===== config.mk =====
export PLATFORM = sky130hd
export DESIGN_NAME = phase_accum_mc
export DESIGN_NICKNAME = d
export VERILOG_FILES = /design/src/rtl/phase_accum_pkg.sv /design/src/rtl/phase_accum_mc_adder.sv /design/src/rtl/phase_accum_mc.sv
export SDC_FILE = /design/constraint.sdc
export NUM_CORES = 1
export LEC_CHECK = 0
export CORE_ASPECT_RATIO = 1.1
export CORE_MARGIN = 2
export CORE_UTILIZATION = 45
export CTS_BUF_LIST = sky130_fd_sc_hd__clkbuf_4 sky130_fd_sc_hd__clkbuf_8 sky130_fd_sc_hd__clkbuf_16
export DETAILED_ROUTE_END_ITERATION = 6
export HOLD_SLACK_MARGIN = 0.05
export PLACE_DENSITY = 0.62
export SYNTH_ARGS = -nofsm -noshare
export SYNTH_HDL_FRONTEND = slang
export SYNTH_HIERARCHICAL = 1
export SYNTH_SLANG_ARGS = --single-unit

===== constraint.sdc =====
create_clock -name i_clk -period 5.8 [get_ports i_clk]
set_input_delay 1.45 -clock i_clk [delete_from_list [all_inputs] [get_ports i_clk]]
set_output_delay 1.45 -clock i_clk [all_outputs]
set_load 0.005 [all_outputs]

===== src/rtl/phase_accum_pkg.sv =====
// phase_accum_mc shared types and default sizes.
// Configuration FSM states and parameter defaults.
package phase_accum_pkg;

  localparam int DEF_ACC_W  = 32;
  localparam int DEF_OUT_W  = 10;
  localparam int DEF_NUM_CH = 4;

  typedef enum logic {
    IDLE = 1'b0,
    PEND = 1'b1
  } cfg_state_e;

endpackage


===== src/rtl/phase_accum_mc_adder.sv =====
// adder_flex_carry: WIDTH-bit adder with carry out.
// Shared by the accumulator step and the phase offset add.
module adder_flex_carry #(
  parameter int WIDTH = 32
) (
  input  logic [WIDTH-1:0] a,
  input  logic [WIDTH-1:0] b,
  output logic [WIDTH-1:0] sum,
  output logic             carry
);

  assign {carry, sum} = {1'b0, a} + {1'b0, b};

endmodule


===== src/rtl/phase_accum_mc.sv =====
// phase_accum_mc: time-multiplexed multi-channel phase accumulator.
// One channel per enabled slot; config commits in its channel's slot.
module phase_accum_mc
  import phase_accum_pkg::*;
#(
  parameter int ACC_W  = DEF_ACC_W,
  parameter int OUT_W  = DEF_OUT_W,
  parameter int NUM_CH = DEF_NUM_CH,
  localparam int CH_W  = $clog2(NUM_CH)
) (
  input  logic             i_clk,
  input  logic             i_rst,
  input  logic             i_en,
  input  logic             i_cfg_valid,
  output logic             o_cfg_ready,
  input  logic [CH_W-1:0]  i_cfg_ch,
  input  logic [ACC_W-1:0] i_cfg_fcw,
  input  logic [ACC_W-1:0] i_cfg_poff,
  input  logic             i_cfg_sync,
  output logic             o_valid,
  output logic [CH_W-1:0]  o_ch,
  output logic [OUT_W-1:0] o_phase,
  output logic             o_wrap
);

  cfg_state_e state_q, state_d;

  logic [CH_W-1:0]  slot_q;
  logic [CH_W-1:0]  slot_nxt;
  logic [ACC_W-1:0] acc_q  [NUM_CH];
  logic [ACC_W-1:0] fcw_q  [NUM_CH];
  logic [ACC_W-1:0] poff_q [NUM_CH];

  logic [CH_W-1:0]  sh_ch_q;
  logic [ACC_W-1:0] sh_fcw_q;
  logic [ACC_W-1:0] sh_poff_q;
  logic             sh_sync_q;
  logic             sh_ok_q;

  logic             hs;
  logic             commit;
  logic [ACC_W-1:0] acc_base;
  logic [ACC_W-1:0] fcw_use;
  logic [ACC_W-1:0] poff_use;
  logic [ACC_W-1:0] sum;
  logic             carry;
  logic [ACC_W-1:0] ph_full;
  logic             off_carry;
  logic             unused_off;

  assign o_cfg_ready = (state_q == IDLE);
  assign hs = i_cfg_valid && (state_q == IDLE);
  assign commit = i_en && (state_q == PEND)
               && sh_ok_q && (sh_ch_q == slot_q);

  assign slot_nxt = (slot_q == CH_W'(NUM_CH - 1))
                  ? '0 : slot_q + 1'b1;

  assign fcw_use  = commit ? sh_fcw_q  : fcw_q[slot_q];
  assign poff_use = commit ? sh_poff_q : poff_q[slot_q];
  assign acc_base = (commit && sh_sync_q)
                  ? '0 : acc_q[slot_q];

  adder_flex_carry #(.WIDTH(ACC_W)) u_acc_add (
    .a     (acc_base),
    .b     (fcw_use),
    .sum   (sum),
    .carry (carry)
  );

  adder_flex_carry #(.WIDTH(ACC_W)) u_off_add (
    .a     (acc_base),
    .b     (poff_use),
    .sum   (ph_full),
    .carry (off_carry)
  );

  assign unused_off = ^{ph_full, off_carry};

  // Config FSM next state: a request parks in PEND until its slot.
  always_comb begin
    state_d = state_q;
    unique case (state_q)
      IDLE: if (i_cfg_valid) state_d = PEND;
      PEND: if (!sh_ok_q || commit) state_d = IDLE;
    endcase
  end

  // Config FSM state register.
  always_ff @(posedge i_clk) begin
    if (i_rst) state_q <= IDLE;
    else       state_q <= state_d;
  end

  // Shadow registers capture an accepted request.
  always_ff @(posedge i_clk) begin
    if (i_rst) begin
      sh_ch_q   <= '0;
      sh_fcw_q  <= '0;
      sh_poff_q <= '0;
      sh_sync_q <= 1'b0;
      sh_ok_q   <= 1'b0;
    end else if (hs) begin
      sh_ch_q   <= i_cfg_ch;
      sh_fcw_q  <= i_cfg_fcw;
      sh_poff_q <= i_cfg_poff;
      sh_sync_q <= i_cfg_sync;
      sh_ok_q   <= 32'(i_cfg_ch) < NUM_CH;
    end
  end

  // Slot schedule, channel state update and registered outputs.
  always_ff @(posedge i_clk) begin
    if (i_rst) begin
      slot_q  <= '0;
      o_valid <= 1'b0;
      o_ch    <= '0;
      o_phase <= '0;
      o_wrap  <= 1'b0;
      for (int c = 0; c < NUM_CH; c++) begin
        acc_q[c]  <= '0;
        fcw_q[c]  <= '0;
        poff_q[c] <= '0;
      end
    end else begin
      o_valid <= i_en;
      if (i_en) begin
        acc_q[slot_q] <= sum;
        if (commit) begin
          fcw_q[slot_q]  <= sh_fcw_q;
          poff_q[slot_q] <= sh_poff_q;
        end
        o_ch    <= slot_q;
        o_phase <= ph_full[ACC_W-1 -: OUT_W];
        o_wrap  <= carry;
        slot_q  <= slot_nxt;
      end
    end
  end

endmodule

Word level (Yosys, flattened, before mapping)
Memories as Yosys holds them, arrays and structs flattened. A register that Yosys moved wholly into a read port is not among the register bits.
Index checks and enable logic that the tools add are counted.
{ "word_totals": {"ff_bits": 85, "mem_bits_rw": 384, "out_inout_bits": 15, "word_cells": 61, "n_memories": 3} }
{ "mem_list": {"columns": ["name", "words", "word_bits", "rd", "rd_clocked_by_memory_dff", "wr", "line", "text"], "rows": [
  ["acc_q", 4, 32, 1, 1, 4, "phase_accum_mc.sv:30", "logic [ACC_W-1:0] acc_q [NUM_CH];"],
  ["fcw_q", 4, 32, 1, 1, 4, "phase_accum_mc.sv:31", "logic [ACC_W-1:0] fcw_q [NUM_CH];"],
  ["poff_q", 4, 32, 1, 1, 4, "phase_accum_mc.sv:32", "logic [ACC_W-1:0] poff_q [NUM_CH];"]
]} }
{ "classes": {"add_sub_neg": 3, "eq_ne": 2, "muxes": 31, "bitwise": 1, "n_reduce_logical": 10} }
{ "ops": {"columns": ["op", "count"], "rows": [
  ["$mux 32", 6],
  ["$reduce_or 32->1", 3],
  ["$add 32x32->33", 1],
  ["$add 32x32->32", 1],
  ["$mux 2", 10],
  ["$mux 1", 14],
  ["$logic_and 1x1->1", 5],
  ["$add 2x1->2 const B", 1],
  ["$eq 2x2->1", 1],
  ["$eq 2x2->1 const B", 1],
  ["$pmux 1 s2", 1],
  ["$logic_not 1->1", 1],
  ["$logic_or 1x1->1", 1],
  ["$not 1->1", 1]
]} }

Logic depth before layout (Yosys ltp)
{ "depth": {"depth_word": 9, "ltp_mapped": 17, "mapped_depth_nobuf": 14} }

Cells and area by module
The synthesis kept the hierarchy.
{ "modules_own_cells": {"columns": ["module", "instances", "cells_per_inst", "area_each_um2", "seq_area_each_um2"], "rows": [
  ["phase_accum_mc", 1, 1494, 20729.9, 13272.7],
  ["adder_flex_carry (u_acc_add)", 1, 274, 1901.8, 0.0],
  ["adder_flex_carry (u_off_add)", 1, 250, 1754.2, 0.0]
]} }

Worst setup path after synthesis
No wires, ideal clock.
{ "synth_timing": {"path_kind": "input-to-reg", "startpoint": "in i_en", "endpoint": "mem acc_q[2][29] (netlist name) (data pin)", "arrival_ps": 4566, "required_ps": 5545, "path_slack_ps": 979, "path_stages": 15, "n_path_buf": 4, "path_cell_list": "buf_4 -> nand3_1 -> or3_4 -> buf_6 -> buf_6 -> mux2_4 -> ha_1 -> buf_6 -> a21o_1 -> or2_0 -> or3_1 -> o32ai_2 -> o41ai_1 -> xor2_1 -> and3_1"} }
{ "synth_lines": {"columns": ["element", "line", "text"], "rows": [
  ["start: declaration", "phase_accum_mc.sv:13", "input logic i_en,"],
  ["end: declaration", "phase_accum_mc.sv:30", null]
]} }

Worst setup path in the final report
{ "layout_timing": {"startpoint": "in i_en", "endpoint": "reg o_phase[6]"} }
{ "layout_between": {"word_cells_on_any_way": 7} }
{ "layout_lines": {"columns": ["element", "line", "text"], "rows": [
  ["$logic_and 1x1->1", "phase_accum_mc.sv:53", "assign commit = i_en && (state_q == PEND)"],
  ["$logic_and 1x1->1 (2 in series)", "phase_accum_mc.sv:54", "&& sh_ok_q && (sh_ch_q == slot_q);"],
  ["$mux 32", "phase_accum_mc.sv:60", "assign poff_use = commit ? sh_poff_q : poff_q[slot_q];"],
  ["named net poff_use[0]", "phase_accum_mc.sv:44", "logic [ACC_W-1:0] poff_use;"],
  ["$add 32x32->32", "phase_accum_mc_adder.sv:12", "assign {carry, sum} = {1'b0, a} + {1'b0, b};"],
  ["named net ph_full[28]", "phase_accum_mc.sv:47", "logic [ACC_W-1:0] ph_full;"],
  ["end signal: assignment", "phase_accum_mc.sv:134", "o_phase <= ph_full[ACC_W-1 -: OUT_W];"],
  ["end: declaration", "phase_accum_mc.sv:22", "output logic [OUT_W-1:0] o_phase,"]
]} }
The timed path passes the listed nets, and every way through them passes these cells.
A chain may end at the register's enable or synchronous reset.

==> reports/qor.csv <==
stage,metric,value,unit
worst_setup_path,CP Capture Type,register,
timing,Peak Freq,202.3,MHz
placement,placed insts,2647,
clocking,CTS clock-pin slew for the worst setup and hold paths,0.06,ns
global_routing,"Remaining Overflow, GRT",0,
clocking,hold buffer count at CTS,0,
clocking,CTS Root Cell,clkbuf_16,
timing,WHS,0.4575,ns
routing,first drt pass iteration count,5,
worst_setup_path,Worst setup startpoint,i_en,
routing,DRT antenna net count,0,
cells_and_area,area delta synth->final,13.12,%
placement,number of port buffers,85,
routing,Iter 0 DRT Violations,1184,
flow_run,max cap viols,0,
routing,drt via density,5.709,
worst_setup_path,CP max FO,82,
yosys,synth warn,6,
placement,placed cell area,25610,µm²
yosys,syn_area_per_cell,12.19,µm²
die,starting density of the core,0.4576,
die,row cnt,88,
routing,via count,15610,
clocking,CTS tree,yes,
status,run status,completed,
timing,post-route setup TNS,0,ns
power,P_leak,10.13,nW
die,Die Wd,224.6,µm
cells_and_area,share of layout cells above drive strength 1,0.1626,
timing,final hold vios,0,
die,die height,246.6,µm
placement,Detail Placement HPWL,39.71,mm
global_routing,gr usage total,0.2234,
hold_path,Worst Hold Depth,2,
worst_setup_path,Crit Path Category,in2reg,
routing,final wirelength,60.99,mm
worst_setup_path,WP data required,6.23,ns
die,die area,55390,µm²
hold_path,Hold Path Class,reg2reg,
timing,fin crit share,0.8524,
clocking,Num Clock Sinks,471,
global_routing,initial antenna violation count,0,
cells_and_area,Layout Nets,2160,
worst_setup_path,Setup crit start kind,primary input,
power,VDD IR max,0.2449,mV
yosys,synthesized instance count,1975,
power,Power Dens Cells,322.9,nW/µm²
die,CORE AREA,52630,µm²
placement,GP Congestion,0.9487,
routing,DRC viols,0,
die,number of placed I/O pins,86,
global_routing,first-pass GRT wire length,93.32,mm
clocking,cts repair resizes,0,
routing,DR WL/cell,22.30,µm
timing,skew final,0.02928,ns
timing,Slew @ Worst Pin,1.123,ns
yosys,Syn Nets,2113,
worst_setup_path,FF-to-FF path depth,11,
clocking,clock latency on the worst-skew pair,0.59,ns
clocking,CTS Buffer Depth,3,
global_routing,vias in the first global route,15750,
cells_and_area,n_diodes,0,
worst_setup_path,CP Data Arrival Time,5.38,ns
timing,final setup fails,0,
timing,RSZ-0062 raised after global routing,no,
clocking,Num CTS Buffers,48,
global_routing,largest net degree at the start of global routing,83,
timing,Worst slew margin,0.2515,
hold_path,min-delay src,sh_sync_q,
clocking,H-tree depth,2,
timing,Tmin final,4.944,ns
timing,max-slew violation count,0,
cells_and_area,design area,27240,µm²
power,Pwr Total,8.798,mW
yosys,Syn Std Cell Area,24080,µm²
cells_and_area,fin cells,2735,
clocking,post-CTS setup buffers,0,
## critical path: stages
cell             delay (ns)
clkdlybuf4s50_1        0.49
nand3_1                0.12
or3_4                  0.46
buf_12                 0.25
mux2_4                 0.37
ha_1                   0.21
fa_1                   0.37
a211oi_1               0.30
nor3_2                 0.10
o211ai_1               0.19
a21o_1                 0.18
o31a_1                 0.25
mux2i_1                0.22
o2111ai_1              0.13
mux2i_1                0.15
nor2_1                 0.05
## cell type report
cell class	instances	area, µm²
Sequential cell	471	13280
Clock inverter	19	196.4
Tap cell	675	844.6
Clock buffer	69	1438
Timing Repair Buffer	128	1246
Inverter	16	60.06
Fill cell	4543	25390
Multi-Input combinational cell	1357	10180
## where the power goes
part | total [mW] | switching (mW) | internal [mW]
clock | 3.14 | 1.28 | 1.86
combinational | 1.70 | 0.991 | 0.708
sequential | 3.96 | 0.102 | 3.86
## final timing paths
kind                  end  slack [ns]
max            o_phase[6]        0.86
min             sh_sync_q        0.46
max reg2reg  acc_q[1][27]        1.42
min reg2reg     sh_sync_q        0.46
## through the flow
step                      utilization  worst slack (ns)
after CTS                      0.5176            0.9525
after floorplan                     -            0.9793
after global routing           0.5176            0.6750
final                          0.5176            0.8562
after detailed placement       0.4866            0.3644
after global placement         0.4866            0.3061
## layer usage
| layer | part of all wire | wire length (µm) | GRT usage | up-vias |
|---|---|---|---|---|
| met5 | 0 | 0 | 0 | - |
| met4 | 0.036 | 2215 | 0.08590 | 0 |
| met3 | 0.044 | 2655 | 0.02600 | 87 |
| met2 | 0.48 | 29120 | 0.3654 | 405 |
| met1 | 0.44 | 27000 | 0.3064 | 7843 |
| li1 | - | - | - | 7279 |
## registers in the layout (all words and copies together) (netlist names), 2 cells and up, named ones only
register and flops:
slot_q 2, acc_q 128, poff_q 128, sh_poff_q 32, sh_fcw_q 32, o_ch 2
fcw_q 128, sh_ch_q 2, o_phase 10
## cell usage in the layout, fill, tap and decap left out, types with 12 or more instances in the layout
cell,count
a21o_1,22
a21oi_1,134
and2_1,164
and2b_1,12
and3_1,38
buf_4,38
clkbuf_16,50
clkbuf_4,12
clkdlybuf4s50_1,84
dfxtp_1,85
edfxtp_1,384
ha_1,65
inv_1,16
mux2_2,24
mux2_4,40
mux2i_1,16
mux4_2,96
nand2_1,184
nand2b_1,66
nand3_1,23
nor2_1,237
nor2b_1,23
nor3_1,13
o21ai_0,20
xnor2_1,20
xor2_1,16
No activity file was read; power rests on OpenSTA's default activity.
